==> src/rtl/pvt_uart_cmd_deframer.sv <==
// UART 8N1(+parity) command deframer: header {type,addr} + per-type payload -> one command per handshake.
// Latency: SYNC_STAGES + frame time, cmd_valid right after the last stop sample; never stalls, overruns are dropped.
module pvt_uart_cmd_deframer #(
  parameter int          CLKS_PER_BIT = 1,
  parameter int          SYNC_STAGES  = 2,
  parameter bit          MSB_FIRST    = 1'b1,
  parameter int          PARITY       = 0,
  parameter int          DATA_W       = 32,
  parameter logic [23:0] LEN_MAP      = 24'h000224,
  parameter int          TIMEOUT_BITS = 16,
  localparam int         MAX_BYTES    = DATA_W / 8,
  localparam int         NB_W         = $clog2(MAX_BYTES + 1)
) (
  input  logic              clk,
  input  logic              rst_n,
  input  logic              rx,
  output logic              cmd_valid,
  input  logic              cmd_ready,
  output logic [2:0]        cmd_type,
  output logic [4:0]        cmd_addr,
  output logic [DATA_W-1:0] cmd_data,
  output logic [NB_W-1:0]   cmd_nbytes,
  output logic              frame_err,
  output logic              timeout_err,
  output logic              overrun_err
);

  localparam int HALF    = CLKS_PER_BIT / 2;
  localparam int HALF_M1 = (HALF > 0) ? HALF - 1 : 0;
  localparam int CW      = (CLKS_PER_BIT > 1) ? $clog2(CLKS_PER_BIT) : 1;
  localparam int TO_LIM  = TIMEOUT_BITS * CLKS_PER_BIT;
  localparam int TW      = (TO_LIM > 0) ? $clog2(TO_LIM + 1) : 1;

  typedef enum logic [2:0] {B_IDLE, B_START, B_DATA, B_PAR, B_STOP} bstate_t;
  typedef enum logic {P_HDR, P_PAY} pstate_t;

  // Reset asserts asynchronously but is released on a clock edge.
  logic [1:0] rst_q;
  logic       rst_sync_n;

  always_ff @(posedge clk or negedge rst_n) begin
    if (!rst_n) rst_q <= 2'b00;
    else        rst_q <= {rst_q[0], 1'b1};
  end
  assign rst_sync_n = rst_q[1];

  logic rx_s;
  generate
    if (SYNC_STAGES == 0) begin : g_nosync
      assign rx_s = rx;
    end else begin : g_sync
      logic [SYNC_STAGES-1:0] sync_q;
      always_ff @(posedge clk or negedge rst_sync_n) begin
        if (!rst_sync_n) sync_q <= '1;
        else             sync_q <= (sync_q << 1) | SYNC_STAGES'(rx);
      end
      assign rx_s = sync_q[SYNC_STAGES-1];
    end
  endgenerate

  bstate_t           bstate;
  pstate_t           pstate;
  logic [CW-1:0]     cnt;
  logic [2:0]        bit_idx;
  logic [7:0]        shreg;
  logic              par_acc;
  logic [3:0]        bleft;
  logic [3:0]        pkt_len;
  logic [2:0]        pkt_type;
  logic [4:0]        pkt_addr;
  logic [DATA_W-1:0] pkt_data;
  logic [TW-1:0]     to_cnt;

  logic              tick, start_det, stop_ok, bad_frame, timeout_hit, pkt_done;
  logic [2:0]        raw_len;
  logic [3:0]        hdr_len;
  logic [DATA_W-1:0] pay_data;
  logic [2:0]        d_type;
  logic [4:0]        d_addr;
  logic [DATA_W-1:0] d_data;
  logic [3:0]        d_len;

  always_comb begin
    tick      = (cnt == '0);
    start_det = (bstate == B_IDLE) && !rx_s;
    stop_ok   = (bstate == B_STOP) && tick && rx_s;
    bad_frame = ((bstate == B_STOP) && tick && !rx_s) ||
                ((bstate == B_PAR) && tick && (par_acc ^ rx_s ^ (PARITY == 2)));
    raw_len   = LEN_MAP[int'(shreg[7:5]) * 3 +: 3];
    hdr_len   = ({1'b0, raw_len} > 4'(MAX_BYTES)) ? 4'(MAX_BYTES) : {1'b0, raw_len};
    pay_data  = (pkt_data << 8) | DATA_W'(shreg);
    timeout_hit = (TIMEOUT_BITS != 0) && (pstate == P_PAY) && (bstate == B_IDLE) &&
                  !start_det && (to_cnt == TW'(TO_LIM - 1));
    pkt_done  = stop_ok && (((pstate == P_HDR) && (hdr_len == 4'd0)) ||
                            ((pstate == P_PAY) && (bleft == 4'd1)));
    d_type    = (pstate == P_HDR) ? shreg[7:5] : pkt_type;
    d_addr    = (pstate == P_HDR) ? shreg[4:0] : pkt_addr;
    d_data    = (pstate == P_HDR) ? '0 : pay_data;
    d_len     = (pstate == P_HDR) ? 4'd0 : pkt_len;
  end

  always_ff @(posedge clk or negedge rst_sync_n) begin
    if (!rst_sync_n) begin
      bstate      <= B_IDLE;
      pstate      <= P_HDR;
      cnt         <= '0;
      bit_idx     <= 3'd0;
      shreg       <= 8'd0;
      par_acc     <= 1'b0;
      bleft       <= 4'd0;
      pkt_len     <= 4'd0;
      pkt_type    <= 3'd0;
      pkt_addr    <= 5'd0;
      pkt_data    <= '0;
      to_cnt      <= '0;
      cmd_valid   <= 1'b0;
      cmd_type    <= 3'd0;
      cmd_addr    <= 5'd0;
      cmd_data    <= '0;
      cmd_nbytes  <= '0;
      frame_err   <= 1'b0;
      timeout_err <= 1'b0;
      overrun_err <= 1'b0;
    end else begin
      frame_err   <= 1'b0;
      timeout_err <= 1'b0;
      overrun_err <= 1'b0;
      if (cnt != '0) cnt <= cnt - 1'b1;

      case (bstate)
        B_IDLE: if (!rx_s) begin
          par_acc <= 1'b0;
          bit_idx <= 3'd0;
          // With one clock per bit the detecting edge is already the start sample.
          if (HALF == 0) begin
            bstate <= B_DATA;
            cnt    <= CW'(CLKS_PER_BIT - 1);
          end else begin
            bstate <= B_START;
            cnt    <= CW'(HALF_M1);
          end
        end
        B_START: if (tick) begin
          if (rx_s) bstate <= B_IDLE;
          else begin
            bstate <= B_DATA;
            cnt    <= CW'(CLKS_PER_BIT - 1);
          end
        end
        B_DATA: if (tick) begin
          shreg   <= MSB_FIRST ? {shreg[6:0], rx_s} : {rx_s, shreg[7:1]};
          par_acc <= par_acc ^ rx_s;
          bit_idx <= bit_idx + 3'd1;
          cnt     <= CW'(CLKS_PER_BIT - 1);
          if (bit_idx == 3'd7) bstate <= (PARITY != 0) ? B_PAR : B_STOP;
        end
        B_PAR: if (tick) begin
          bstate <= B_STOP;
          cnt    <= CW'(CLKS_PER_BIT - 1);
        end
        B_STOP: if (tick) bstate <= B_IDLE;
        default: bstate <= B_IDLE;
      endcase

      if (start_det || pstate != P_PAY) to_cnt <= '0;
      else if (bstate == B_IDLE)        to_cnt <= to_cnt + 1'b1;

      if (bad_frame) begin
        frame_err <= 1'b1;
        bstate    <= B_IDLE;
        pstate    <= P_HDR;
      end else if (timeout_hit) begin
        timeout_err <= 1'b1;
        pstate      <= P_HDR;
      end else if (stop_ok) begin
        if (pstate == P_HDR) begin
          pkt_type <= shreg[7:5];
          pkt_addr <= shreg[4:0];
          pkt_data <= '0;
          pkt_len  <= hdr_len;
          bleft    <= hdr_len;
          if (hdr_len != 4'd0) pstate <= P_PAY;
        end else begin
          pkt_data <= pay_data;
          bleft    <= bleft - 4'd1;
          if (bleft == 4'd1) pstate <= P_HDR;
        end
      end

      // A held, unaccepted command wins; the newer packet is dropped.
      if (pkt_done) begin
        if (cmd_valid && !cmd_ready) overrun_err <= 1'b1;
        else begin
          cmd_valid  <= 1'b1;
          cmd_type   <= d_type;
          cmd_addr   <= d_addr;
          cmd_data   <= d_data;
          cmd_nbytes <= NB_W'(d_len);
        end
      end else if (cmd_valid && cmd_ready) begin
        cmd_valid <= 1'b0;
      end
    end
  end

endmodule

==> config.mk <==
export PLATFORM = sky130hd
export DESIGN_NAME = pvt_uart_cmd_deframer
export DESIGN_NICKNAME = d
export VERILOG_FILES = /design/src/rtl/pvt_uart_cmd_deframer.sv
export SDC_FILE = /design/constraint.sdc
export NUM_CORES = 1
export LEC_CHECK = 0
export CORE_UTILIZATION = 26
export DETAILED_ROUTE_END_ITERATION = 8
export PLACE_DENSITY = 0.48
export SLEW_MARGIN = 20
export SYNTH_ARGS = -nofsm -noshare
export SYNTH_HDL_FRONTEND = slang
export SYNTH_SLANG_ARGS = --single-unit
==> constraint.sdc <==
create_clock -name clk -period 3 [get_ports clk]
set_input_delay 0.3 -clock clk [delete_from_list [all_inputs] [get_ports clk]]
set_output_delay 0.3 -clock clk [all_outputs]
set_load 0.05 [all_outputs]
== Yosys cells after proc, flatten, opt, wreduce, memory -nomap -nowiden ==
Index checks and enable logic that the tools add are counted.
W data, S select, Z words.

* $add $sub $neg: 4
* Multiply operators: 1
* $lt $le $gt $ge: 1
* Equality and inequality tests: 16
* Shift-type cells: 1
* Multiplexer cells: 42
* Bitwise logic cells: 8
* Reductions and logical operators: 35

{| class="wikitable"
|+ Operators by type and width
! cell !! count
|-
| $mux W3 || 12
|-
| $mux W32 || 1
|-
| $or A32 B8 Y32 || 1
|-
| $shiftx A24 B6 Y3 const A || 1
|-
| $mux W1 || 20
|-
| $ne A3 B3 Y1 const B || 6
|-
| $mux W5 || 3
|-
| $pmux W3 S5 || 1
|-
| $logic_and A1 B1 Y1 || 14
|-
| $eq A3 B2 Y1 const B || 2
|-
| $eq A3 B3 Y1 const B || 2
|-
| $ne A2 B2 Y1 const B || 3
|-
| $pmux W3 S2 || 1
|-
| $reduce_and A2 Y1 || 3
|-
| $reduce_and A3 Y1 || 2
|-
| $reduce_and A6 Y1 || 1
|-
| $reduce_bool A2 Y1 || 3
|-
| $add A5 B1 Y5 const B || 1
|-
| $eq A5 B4 Y1 const B || 1
|-
| $mul A3 B2 Y5 const B || 1
|-
| $not A1 Y1 || 5
|-
| $eq A4 B1 Y1 const B || 1
|-
| $logic_not A4 Y1 || 1
|-
| $mux W4 || 1
|-
| other kinds (17) || 21
|}

* Bits in registers: 112
* Output and inout bits: 47

== Longest topological paths before layout ==
* Depth in word-level cells: 10
* Gate-level depth with buffers: 7
* Gate-level depth less buffers: 6

== Least setup slack after synthesis ==
Ideal clock, no wire load.

* Kind: reg2reg
* From: register bleft[0]
* To: register cmd_addr[2]
* Library setup time: 0.125 ns
* Arrival time: 1.498 ns
* Data required time: 2.875 ns
* Slack: 1.377 ns
* Stages on the path, launching flop included: 6
* Path buffers: 1
* Cell sequence: dfrtp_1 ha_1 and4bb_4 o211ai_4 buf_6 mux2_4

* Word-level cells in the longest chain between the ends: 5

{| class="wikitable"
|+ RTL lines
! what !! RTL line !! source
|-
| start, declared || 67 || <nowiki>logic [3:0] bleft;</nowiki>
|-
| start signal, assigned || 181 || <nowiki>bleft <= hdr_len;</nowiki>
|-
| start signal, assigned || 185 || <nowiki>bleft <= bleft - 4'd1;</nowiki>
|-
| $eq A4 B1 Y1 || 95 || <nowiki>((pstate == P_PAY) && (bleft == 4'd1)));</nowiki>
|-
| $logic_and A1 B1 Y1 || 95 ||
|-
| $logic_or A1 B1 Y1 || 94 || <nowiki>pkt_done = stop_ok && (((pstate == P_HDR) && (hdr_len == 4'd0)) ||</nowiki>
|-
| $logic_and A1 B1 Y1 || 94 ||
|-
| $reduce_and A2 Y1 (no source line) || n/a ||
|-
| end signal, assigned || 196 || <nowiki>cmd_addr <= d_addr;</nowiki>
|-
| end, declared || 20 || <nowiki>output logic [4:0] cmd_addr,</nowiki>
|}

No other way between the ends.
A chain may end at the register's enable or synchronous reset.

== Final worst setup path ==
* From: register pstate
* To: register cmd_data[16]

* Word-level cells in the longest chain between the ends: 5
* Elaborated cells between the ends (all ways): 7
* Those cells by class: 1 x mux; 1 x bitwise; 5 x reduce/logical

{| class="wikitable"
|+ RTL lines
! what !! RTL line !! source
|-
| start, declared || 62 || <nowiki>pstate_t pstate;</nowiki>
|-
| start signal, assigned || 105 || <nowiki>pstate <= P_HDR;</nowiki>
|-
| start signal, assigned || 171 || <nowiki>pstate <= P_HDR;</nowiki>
|-
| start signal, assigned || 174 || <nowiki>pstate <= P_HDR;</nowiki>
|-
| $not A1 Y1 (no source line) || n/a ||
|-
| $logic_and A1 B1 Y1 || 94 ||
|-
| $logic_or A1 B1 Y1 || 94 ||
|-
| $logic_and A1 B1 Y1 || 94 ||
|-
| $reduce_and A2 Y1 (no source line) || n/a ||
|-
| end signal, assigned || 197 || <nowiki>cmd_data <= d_data;</nowiki>
|-
| end, declared || 21 || <nowiki>output logic [DATA_W-1:0] cmd_data,</nowiki>
|}

Parallel ways exist; a longest one is shown, timed or not.

==> impl_metrics.env <==
export IMPL_outcome="completed"
export IMPL_setup_ws_ns=0.810
export IMPL_post_drt_wl_per_cell_um=14.8
export IMPL_num_io_pins=51
export IMPL_clockRootBuffer="clkbuf_16"
export IMPL_cts_sink_count=107
export IMPL_max_stage_delay_ns=0.70
export IMPL_grt_max_degree=57
export IMPL_numPortBuffers=49
export IMPL_crit_path_start_kind="register"
export IMPL_total_power_w=0.00393
export IMPL_cts_setup_buffers=0
export IMPL_setup_viol_count_final=0
export IMPL_grt_setup_unrepaired="false"
export IMPL_ys_flop_type="dfrtp_1"
export IMPL_drive_gt1_share_pct=14.9
export IMPL_cpMostUsedCell="buf_4"
export IMPL_core_um2=16500
export IMPL_die_height_um=132
export IMPL_drtIter0Drc=162
export IMPL_final_max_slew_viol_count=0
export IMPL_cp_cell_sequence="buf_4 > a21oi_2 > o211ai_4 > buf_4 > a22o_1"
export IMPL_cts_max_level=3
export IMPL_ys_ff_latch=107
export IMPL_die_w_um=132
export IMPL_crit_path_end_kind="register"
export IMPL_cpMaxStageDelayCell="o211ai_4"
export IMPL_insertion_delay_ns=0.35
export IMPL_finalCriticalPeriod_ns=2.19
export IMPL_final_common_cell="dfrtp_1"
export IMPL_cts_tree="built"
export IMPL_finalCritPeriodShare_pct=73.0
export IMPL_stdcell_count=622
export IMPL_hold_slack_ns=0.101
export IMPL_worst_pin_slew_ns=0.861
export IMPL_final_setup_tns_ns=0
export IMPL_dieArea_um2=17300
export IMPL_rrSetupSlack_ns=0.81
export IMPL_synth_edff_count=0
export IMPL_pre_cts_ws_ns=0.787
export IMPL_grt_use_total_pct=11.3
export IMPL_start_util_pct=26.5
export IMPL_maxSlewHeadroom_pct=42.3
export IMPL_dp_cells=606
export IMPL_cp_arrival_ns=2.47
export IMPL_crit_fanout=23
export IMPL_drc_errors=0
export IMPL_cts_made_buffers=9
export IMPL_final_nets=407
export IMPL_finalClockSkew_ns=0.0117
export IMPL_drt_pass1_iterations=4
export IMPL_clk_pin_slew_worst_paths_ns=0.08
export IMPL_clockBufferDepth=2
export IMPL_syn_area_um2=4360
export IMPL_finalHoldViolations=0
export IMPL_syn_inst=355
export IMPL_gr_total_overflow=0
export IMPL_cp_required_ns=3.28
export IMPL_diodes=0
export IMPL_ctsResizeCount=0
export IMPL_final_cell_mix="104 x dfrtp_1, 60 x nand2_1, 49 x clkdlybuf4s50_1"
export IMPL_hold_path_class="in -> async"
export IMPL_wirelength_um=9190
export IMPL_grt_pass1_vias=2847
export IMPL_syn_num_nets=365
export IMPL_yosysWarnings=0
export IMPL_async_flop_share_pct=100
export IMPL_yosysUniqueCellTypes=38
export IMPL_place_congestion=0.694
export IMPL_vias=2795
export IMPL_syn2layout_area_growth_pct=22.2
export IMPL_antenna_found_initial=0
export IMPL_ctsHoldBuffers=0
export IMPL_grt_first_pass_wirelength_um=15600
export IMPL_irDropWorstVdd_uv=377
export IMPL_drtAntennaViolNets=0
export IMPL_powerDensity_nw_per_um2=736
export IMPL_max_freq_mhz=457
export IMPL_viasPerCell=4.49
export IMPL_avgSynthCellArea_um2=12.3
export IMPL_row_count=47
export IMPL_max_cap_violations=0
export IMPL_ys_seq_area_share_pct=61.4
export IMPL_dp_hpwl_um=5970
export IMPL_path_class="reg -> reg"
export IMPL_p_leak_nw=2.48
-- worst max-delay path, delay by kind of cell, from the launching register on --
kind	cells	cell delay [ns]
buffers and inverters	2	0.65
DFF	1	0.53
AOI/OAI and AO/OA	3	0.94
-- cell type report --
class	count	area, µm²
clock buffer	11	233
timing repair buffer	56	556
clock inverter	5	62.6
tap	220	275
inverter	6	22.5
fill	1662	11100
sequential	107	2680
multi-input combinational	217	1500
-- through the flow --
step           instance area [µm²]  util, %
2_1_floorplan                 4370        -
3_3_place_gp                  5040     30.6
3_5_place_dp                  5040     30.6
4_1_cts                       5330     32.4
5_1_grt                       5330     32.4
6_report                      5330     32.4
-- metal layers --
layer  track usage, %  vias up  share of wire, %
met5                0        -                 0
met4             3.49        0               1.1
met3             2.74       10               2.9
met2             17.2       43                47
met1             15.9     1426                49
li1                 -     1316                 -
-- worst paths after layout --
| check | depth (start not counted) | to | startpoint |
|---|---|---|---|
| max | 5 | cmd_data[16]$_DFFE_PN0P_ | pstate$_DFFE_PN0P_ |
| min | 1 | rst_q[0]$_DFF_PN0_ | rst_n |
| max reg2reg | 5 | cmd_data[16]$_DFFE_PN0P_ | pstate$_DFFE_PN0P_ |
| min reg2reg | 0 | g_sync.sync_q[1]$_DFF_PN1_ | g_sync.sync_q[0]$_DFF_PN1_ |
| max in group asynchronous | 1 | g_sync.sync_q[1]$_DFF_PN1_ | rst_q[1]$_DFF_PN0_ |
| min in group clk | 0 | g_sync.sync_q[1]$_DFF_PN1_ | g_sync.sync_q[0]$_DFF_PN1_ |
-- report_power, final --
group / switching (W) / internal (W) / total, W
Combinational: 0.000458 / 0.000408 / 0.000867
Sequential: 0.000232 / 0.00164 / 0.00187
Clock: 0.000535 / 0.000656 / 0.00119
Total: 0.00123 / 0.00270 / 0.00393
-- state kept, by name, indices dropped and copies added (netlist names), 3 cells and up --
register	count
cmd_data	32
pkt_data	24
shreg	8
cmd_addr	5
pkt_addr	5
to_cnt	5
bleft	4
bit_idx	3
cmd_type	3
pkt_type	3
-- synth_stat cells (2+ instances only) --
library cell	count	area (µm²)
o21ai_0	14	70.1
nor2_1	5	18.8
conb_1	2	7.51
nor3_1	2	10.0
a21boi_0	2	15.0
nand2b_4	2	27.5
a21oi_1	4	20.0
inv_1	6	22.5
and2_1	3	18.8
mux2_1	4	45.0
ha_1	6	75.1
a22o_1	37	324
nand3_1	32	160
mux2_4	6	90.1
clkbuf_1	3	11.3
buf_4	4	30.0
buf_2	12	60.1
dfrtp_1	105	2630
nand2_1	60	225
mux2_2	22	248
dfstp_2	2	52.6
buf_6	5	56.3
nand3b_1	2	15.0
-- cell families after synthesis --
group,after synthesis,synth area share [%]
DFF,107,61.4
and+or+nand+nor,115,12.7
buffers and inverters,31,4.21
adders and majority gates,6,1.72
AOI/OAI and AO/OA,62,11.0
other,2,0.172
muxes,32,8.77
Note: power is estimated with default switching activity, not from simulation.
